$ cat config.mk
export PLATFORM = sky130hd
export DESIGN_NAME = fir_output_requantizer
export DESIGN_NICKNAME = d
export VERILOG_FILES = /design/src/rtl/fir_output_requantizer.sv
export SDC_FILE = /design/constraint.sdc
export NUM_CORES = 1
export LEC_CHECK = 0
export ABC_AREA = 1
export BUFFER_PORTS_ARGS = -buffer_cell sky130_fd_sc_hd__buf_2
export CAP_MARGIN = 30
export CORE_ASPECT_RATIO = 2
export CORE_MARGIN = 1.5
export CORE_UTILIZATION = 35
export CTS_CLUSTER_DIAMETER = 150
export CTS_CLUSTER_SIZE = 28
export DETAILED_ROUTE_END_ITERATION = 7
export GPL_ROUTABILITY_DRIVEN = 0
export SLEW_MARGIN = 0
export SYNTH_ARGS = -nofsm -noshare
export SYNTH_HDL_FRONTEND = slang
export SYNTH_SLANG_ARGS = --single-unit
$ cat constraint.sdc
create_clock -name i_clk -period 2.8 [get_ports i_clk]
set_input_delay 0.7 -clock i_clk [delete_from_list [all_inputs] [get_ports i_clk]]
set_output_delay 0.7 -clock i_clk [all_outputs]
set_load 0.005 [all_outputs]
$ cat src/rtl/fir_output_requantizer.sv
// rtl/fir_output_requantizer.sv - requantizes FIR accumulator output to DAC width into a show-ahead FIFO
module fir_output_requantizer #(
    parameter int IN_WIDTH   = 28,
    parameter int OUT_WIDTH  = 12,
    parameter int SHIFT      = 15,
    parameter int PIPE_FILL  = 2,
    parameter int FIFO_DEPTH = 4
) (
    input  logic                          i_clk,
    input  logic                          i_reset,
    input  logic                          i_filter_en,
    input  logic signed [IN_WIDTH-1:0]    i_fir_data,
    input  logic                          i_ready,
    output logic                          o_valid,
    output logic signed [OUT_WIDTH-1:0]   o_data,
    output logic [$clog2(FIFO_DEPTH):0]   o_level,
    input  logic                          i_flag_clear,
    output logic                          o_sat_sticky,
    output logic                          o_overflow
);

    localparam int PTR_W  = $clog2(FIFO_DEPTH);
    localparam int LVL_W  = PTR_W + 1;
    localparam int FILL_W = $clog2(PIPE_FILL + 2);

    localparam logic [FILL_W-1:0] FILL_MAX = FILL_W'(PIPE_FILL);
    localparam logic [LVL_W-1:0]  LVL_FULL = LVL_W'(FIFO_DEPTH);
    localparam logic [LVL_W-1:0]  LVL_ONE  = LVL_W'(1);
    localparam logic [LVL_W-1:0]  LVL_ZERO = '0;

    localparam logic signed [IN_WIDTH:0] HALF    = {{IN_WIDTH{1'b0}}, 1'b1} << (SHIFT - 1);
    localparam logic signed [IN_WIDTH:0] SAT_MAX = {{(IN_WIDTH-OUT_WIDTH+2){1'b0}}, {(OUT_WIDTH-1){1'b1}}};
    localparam logic signed [IN_WIDTH:0] SAT_MIN = {{(IN_WIDTH-OUT_WIDTH+2){1'b1}}, {(OUT_WIDTH-1){1'b0}}};
    localparam logic signed [OUT_WIDTH-1:0] OUT_MAX = {1'b0, {(OUT_WIDTH-1){1'b1}}};
    localparam logic signed [OUT_WIDTH-1:0] OUT_MIN = {1'b1, {(OUT_WIDTH-1){1'b0}}};

    logic                        en_q;
    logic [FILL_W-1:0]           fill_q, fill_d;
    logic                        q_valid_q, q_valid_d;
    logic signed [OUT_WIDTH-1:0] q_data_q, q_data_d;
    logic                        q_sat_q, q_sat_d;
    logic [PTR_W-1:0]            wr_ptr_q, wr_ptr_d, rd_ptr_q, rd_ptr_d, rd_next;
    logic [LVL_W-1:0]            level_q, level_d;
    logic                        valid_q, valid_d;
    logic signed [OUT_WIDTH-1:0] data_q, data_d;
    logic                        sat_q, sat_d, ovf_q, ovf_d;
    logic signed [OUT_WIDTH-1:0] mem [FIFO_DEPTH];

    logic signed [IN_WIDTH:0]    rounded, shifted;
    logic                        capture_ok, rd_en, wr_en, full;

    // Extra headroom bit keeps the rounding add from wrapping near full scale.
    assign rounded = {i_fir_data[IN_WIDTH-1], i_fir_data} + HALF;
    assign shifted = rounded >>> SHIFT;

    always_comb begin
        q_data_d = shifted[OUT_WIDTH-1:0];
        q_sat_d  = 1'b0;
        if (shifted > SAT_MAX) begin
            q_data_d = OUT_MAX;
            q_sat_d  = 1'b1;
        end else if (shifted < SAT_MIN) begin
            q_data_d = OUT_MIN;
            q_sat_d  = 1'b1;
        end
    end

    assign capture_ok = en_q && (fill_q == FILL_MAX);
    assign fill_d     = (en_q && (fill_q != FILL_MAX)) ? fill_q + FILL_W'(1) : fill_q;
    assign q_valid_d  = capture_ok;

    assign rd_en   = valid_q & i_ready;
    assign full    = (level_q == LVL_FULL);
    assign wr_en   = q_valid_q & (~full | rd_en);
    assign rd_next = rd_ptr_q + PTR_W'(1);

    always_comb begin
        wr_ptr_d = wr_en ? wr_ptr_q + PTR_W'(1) : wr_ptr_q;
        rd_ptr_d = rd_en ? rd_next : rd_ptr_q;
        level_d  = level_q;
        if (wr_en && !rd_en) level_d = level_q + LVL_W'(1);
        else if (!wr_en && rd_en) level_d = level_q - LVL_W'(1);
        valid_d = (level_d != LVL_ZERO);

        // Output register tracks the next head; it holds the last read value once empty.
        data_d = data_q;
        if (rd_en) begin
            if (level_q == LVL_ONE) data_d = wr_en ? q_data_q : data_q;
            else                    data_d = mem[rd_next];
        end else if (wr_en && level_q == LVL_ZERO) begin
            data_d = q_data_q;
        end

        sat_d = sat_q;
        if (wr_en && q_sat_q) sat_d = 1'b1;
        else if (i_flag_clear) sat_d = 1'b0;

        ovf_d = ovf_q;
        if (q_valid_q && full && !rd_en) ovf_d = 1'b1;
        else if (i_flag_clear) ovf_d = 1'b0;
    end

    always_ff @(posedge i_clk or negedge i_reset) begin
        if (!i_reset) begin
            en_q      <= 1'b0;
            fill_q    <= '0;
            q_valid_q <= 1'b0;
            q_data_q  <= '0;
            q_sat_q   <= 1'b0;
            wr_ptr_q  <= '0;
            rd_ptr_q  <= '0;
            level_q   <= '0;
            valid_q   <= 1'b0;
            data_q    <= '0;
            sat_q     <= 1'b0;
            ovf_q     <= 1'b0;
        end else begin
            en_q      <= i_filter_en;
            fill_q    <= fill_d;
            q_valid_q <= q_valid_d;
            if (capture_ok) begin
                q_data_q <= q_data_d;
                q_sat_q  <= q_sat_d;
            end
            wr_ptr_q  <= wr_ptr_d;
            rd_ptr_q  <= rd_ptr_d;
            level_q   <= level_d;
            valid_q   <= valid_d;
            data_q    <= data_d;
            sat_q     <= sat_d;
            ovf_q     <= ovf_d;
        end
    end

    always_ff @(posedge i_clk) begin
        if (wr_en) mem[wr_ptr_q] <= q_data_q;
    end

    assign o_valid      = valid_q;
    assign o_data       = data_q;
    assign o_level      = level_q;
    assign o_sat_sticky = sat_q;
    assign o_overflow   = ovf_q;

endmodule

==> impl.org <==
** Synth
- The Yosys step of the flow raised 0 warnings.
- Summed over its instances, the top area cell type makes up between 30 and 40% of the synthesized netlist area.
- Share of async-settable or async-resettable flops after synthesis :: around 45%
- After synthesis, the cell types taking the most area are sky130_fd_sc_hd__edfxtp_1, sky130_fd_sc_hd__dfrtp_1, sky130_fd_sc_hd__nand2_1, sky130_fd_sc_hd__o21ai_0, sky130_fd_sc_hd__ha_1.
- Area fraction in and, or, nand and nor cells after synthesis :: 18.7%
- Unique masters post-synth :: 31
- In the synthesized netlist, the number of instances is slightly above 400.
- Counting instances in the post-synthesis netlist gives the leading cell types as sky130_fd_sc_hd__nand2_1, sky130_fd_sc_hd__edfxtp_1, sky130_fd_sc_hd__dfrtp_1.
- Multiplexer cells account for 0% of the synthesized area.
- Summing the areas of all compound-gate instances in the mapped netlist gives 9.36% of the synthesized area.
- The mapped netlist covers 4000 um2.
- Of all cell types, the one taking the most synthesized area is sky130_fd_sc_hd__edfxtp_1.
- Number of synthesized flops with an enable pin :: 48
- After synthesis, the largest family of logic cells by area is simple AND/OR/NAND/NOR gates.
- Main synth FF type :: sky130_fd_sc_hd__edfxtp_1
- The synthesized design contains a little under 90 register bits.
- After Yosys synthesis, XOR and XNOR cells account for approximately 3.3% of the synthesized area.
- The synthesized netlist devotes under 10% of its cell area to adder and majority cells.
- Syn_nets :: 447
- By instance count, the leading cell after synthesis is sky130_fd_sc_hd__nand2_1.
- Post-synthesis area per instance :: between 9 and 10 um2
- After synthesis, flip-flops and latches occupy between 60% and 70% of the total area.

** Setup path
- STA classifies the critical path startpoint as a flop.
- Critical path class :: reg2reg
- Among all stages on the critical path, the largest delay is contributed by sky130_fd_sc_hd__dfrtp_1.
- Along the worst path, the maximum fanout reaches 22.
- Among cell families on the critical path, the largest total delay comes from flip-flops.
- Counting both buffers and inverters, the worst setup path holds a total of 1.
- At the worst endpoint, the required time is about 3 ns.
- Slowest stage delay, CP :: ~0.65 ns
- Data arrives at the worst endpoint at roughly 2.1 ns.
- Nature of the critical path endpoint :: flop
- Cells along the critical path :: nor2_1, buf_4, a21oi_1, nand2_1, o21ai_0, o21ai_1

** CTS
- TritonCTS built the clock tree.
- Counting the buffers created by CTS gives 9.
- Clock Sinks :: 87
- After clock tree synthesis, the flow added hold-fix buffers numbering 0.
- Clock insertion delay at the later pin of the skew report :: between 0.3 and 0.4 ns
- Clock-pin slew was measured on the worst setup and hold paths at ~0.06 ns.
- CTS built an H-tree with a depth of 3.
- Setup bufs post-CTS :: 0
- CTS placed an instance of sky130_fd_sc_hd__clkbuf_16 at the clock tree root.
- In this run, post-CTS repair resized a total of 0 instances.
- In this run the deepest clock path goes through 2 buffers.

** Die
- The initial utilization of the core area, before any placement, comes to 35.6%.
- DIE HEIGHT :: 154 um
- The die covers approximately 12000 um2.
- about 50 I/O pins were placed.
- Area of the core :: 11200 um2
- Standard-cell row count :: 55
- From left edge to right edge, the die measures between 70 and 80 um.

** Drt
- For this block, the routed nets add up to between 7000 and 8000 um of wire.
- Routed vias/inst :: about 4.7
- The final route contains between 2000 and 3000 vias.
- After detailed routing, the average wire length per cell comes to between 10 and 15 um.
- Final ANT Viol Nets :: 0
- Iteration-0 DRC Markers :: about 110
- DRC violations left :: 0
- Initial DRT Pass Iterations :: 4

** Placement
- Worst Setup Slack post-DPL :: approximately 0.72 ns
- Port-buffer cells :: 36
- Post-Place Cell Area :: about 4300 um2
- The number of placed instances, taps included, is around 580.
- Half-perimeter wire length of the detailed placement result :: about 5600 um

** Final layout
- Summing all non-filler instances in the final layout gives an area of between 4000 and 5000 um2.
- Filler cell count :: 1108
- Fraction of layout cells with a size suffix above 1 :: around 16%
- Final instance count without filler cells :: 594
- Layout overhead on the synthesized area :: 15.2%
- Antenna diode count :: 0
- Nets@finish :: about 500
- Once layout is complete, the utilization of the core stands at between 40% and 50%.

** Timing
- The final count of pins violating max slew came to 0.
- Number of endpoints with negative hold slack in the final report :: 0
- Sum of negative setup slack :: 0 ns
- Setup violations remaining at the end of the flow were counted as 0.
- Setup repair after global routing left no endpoint under its margin.
- Final worst path period need :: around 1.9 ns
- Final worst-path cycle share :: roughly two thirds
- At the pin with the least slew margin, the transition time is about 0.90 ns.
- Across all hold checks on the routed design, the worst slack comes to around 0.47 ns.
- Headroom to the max-slew limit came out at around 40%.
- Between clock sinks in the finished design, the worst skew comes to around 0.0054 ns.
- Worst-case setup margin in the final layout :: around 0.9 ns
- Timing would allow up to 529 MHz.

** Power
- Peak supply drop :: roughly 0.38 mV
- In this run, the clock network consumes roughly a quarter of the power.
- The share of total power dissipated in combinational logic is 28.1%.
- In this run the power density over the cells is between 900 and 1000 nW/um2.
- Sequential Power Share :: 48.0%
- Net switching is a little over a third of the power.
- Leakage :: between 2 and 2.5 nW
- Power consumption :: 4.44 mW
- Summed over all nets, the switching power comes to between 1.5 and 2 mW.
- Internal cell power :: 2.90 mW

** Worst hold path
- Min-delay worst type :: reg2reg

** Global routing
- Entering global routing, the biggest net connects 40 pins.
- Via count of the first global-routing pass :: 2797
- Wire length of the first global-routing pass :: 13100 um
- Across every metal layer, demand over resource in global routing totals around 14%.
- Number of antenna violations at the first check in global routing :: 0
- Total gr overflow :: 0

** Status
- Run status :: finished clean

** Flow run
- Across the run, the number of max-cap violations was 0.
## worst register-to-register path, cell delays in order, from the launching register on
cell                      delay, ns
sky130_fd_sc_hd__dfrtp_1       0.65
sky130_fd_sc_hd__nor2_1        0.51
sky130_fd_sc_hd__buf_4         0.26
sky130_fd_sc_hd__a21oi_1       0.08
sky130_fd_sc_hd__nand2_1       0.05
sky130_fd_sc_hd__o21ai_0       0.08
sky130_fd_sc_hd__o21ai_1       0.17
## cell families after synthesis
group | Yosys count
AND/OR/NAND/NOR | 182
flip-flops | 87
AO/OA/AOI/OAI | 65
buffers and inverters | 45
XOR/XNOR | 15
adder cells (fa/ha/maj) | 10
## registers in the layout, indices dropped and copies added, names as in the netlist, 2 cells and up
register / cells
wr_ptr_q: 2
mem: 48
q_data_q: 12
o_level: 3
rd_ptr_q: 2
o_data: 12
fill_q: 2
## layout make-up
| class | count | area, um2 | area share (%) |
|---|---|---|---|
| Sequential cell | 87 | 2420 | 52.5 |
| Multi-Input combinational cell | 272 | 1380 | 30.0 |
| Clock buffer | 11 | 243 | 5.28 |
| Timing Repair Buffer | 43 | 233 | 5.06 |
| Tap cell | 142 | 178 | 3.86 |
| Inverter | 34 | 128 | 2.77 |
| Clock inverter | 5 | 23.8 | 0.517 |
## layer usage
layer | track usage [%] | wire length [um]
met3 | 2.49 | 203
met5 | 0 | 0
met1 | 14.6 | 3050
met4 | 7.23 | 202
met2 | 25.8 | 4240
## final timing paths
check / startpoint / end / slack, ns / cells past startpoint
min in group asynchronous: i_reset / o_level[0]$_DFF_PN0_ / 0.50 / 1
setup reg to reg: rd_ptr_q[1]$_DFFE_PN0P_ / o_data[5]$_DFFE_PN0P_ / 0.91 / 6
setup / recovery: rd_ptr_q[1]$_DFFE_PN0P_ / o_data[5]$_DFFE_PN0P_ / 0.91 / 6
hold / removal: o_data[3]$_DFFE_PN0P_ / o_data[3]$_DFFE_PN0P_ / 0.47 / 2
max in group asynchronous: i_reset / q_data_q[4]$_DFFE_PN0P_ / 1.74 / 1
hold reg to reg: o_data[3]$_DFFE_PN0P_ / o_data[3]$_DFFE_PN0P_ / 0.47 / 2
## power by group through the flow
stage               clock (mW)  sequential, mW  combinational [mW]
floorplan                    0            2.02               0.924
global placement             0            2.13                1.23
detailed placement           0            2.16                1.27
CTS                       1.09            2.14                1.27
global route              1.14            2.19                1.46
finish                    1.06            2.13                1.25
## placed cells by master, fill, tap and decap left out, types with 10 or more instances in the layout
| master | count |
|---|---|
| sky130_fd_sc_hd__a21oi_1 | 18 |
| sky130_fd_sc_hd__buf_2 | 36 |
| sky130_fd_sc_hd__dfrtp_1 | 39 |
| sky130_fd_sc_hd__edfxtp_1 | 48 |
| sky130_fd_sc_hd__ha_1 | 10 |
| sky130_fd_sc_hd__inv_1 | 31 |
| sky130_fd_sc_hd__nand2_1 | 140 |
| sky130_fd_sc_hd__nand3_1 | 10 |
| sky130_fd_sc_hd__nor2_1 | 18 |
| sky130_fd_sc_hd__o21ai_0 | 33 |
| sky130_fd_sc_hd__xor2_1 | 10 |
No activity file was read; power rests on OpenSTA's default activity.
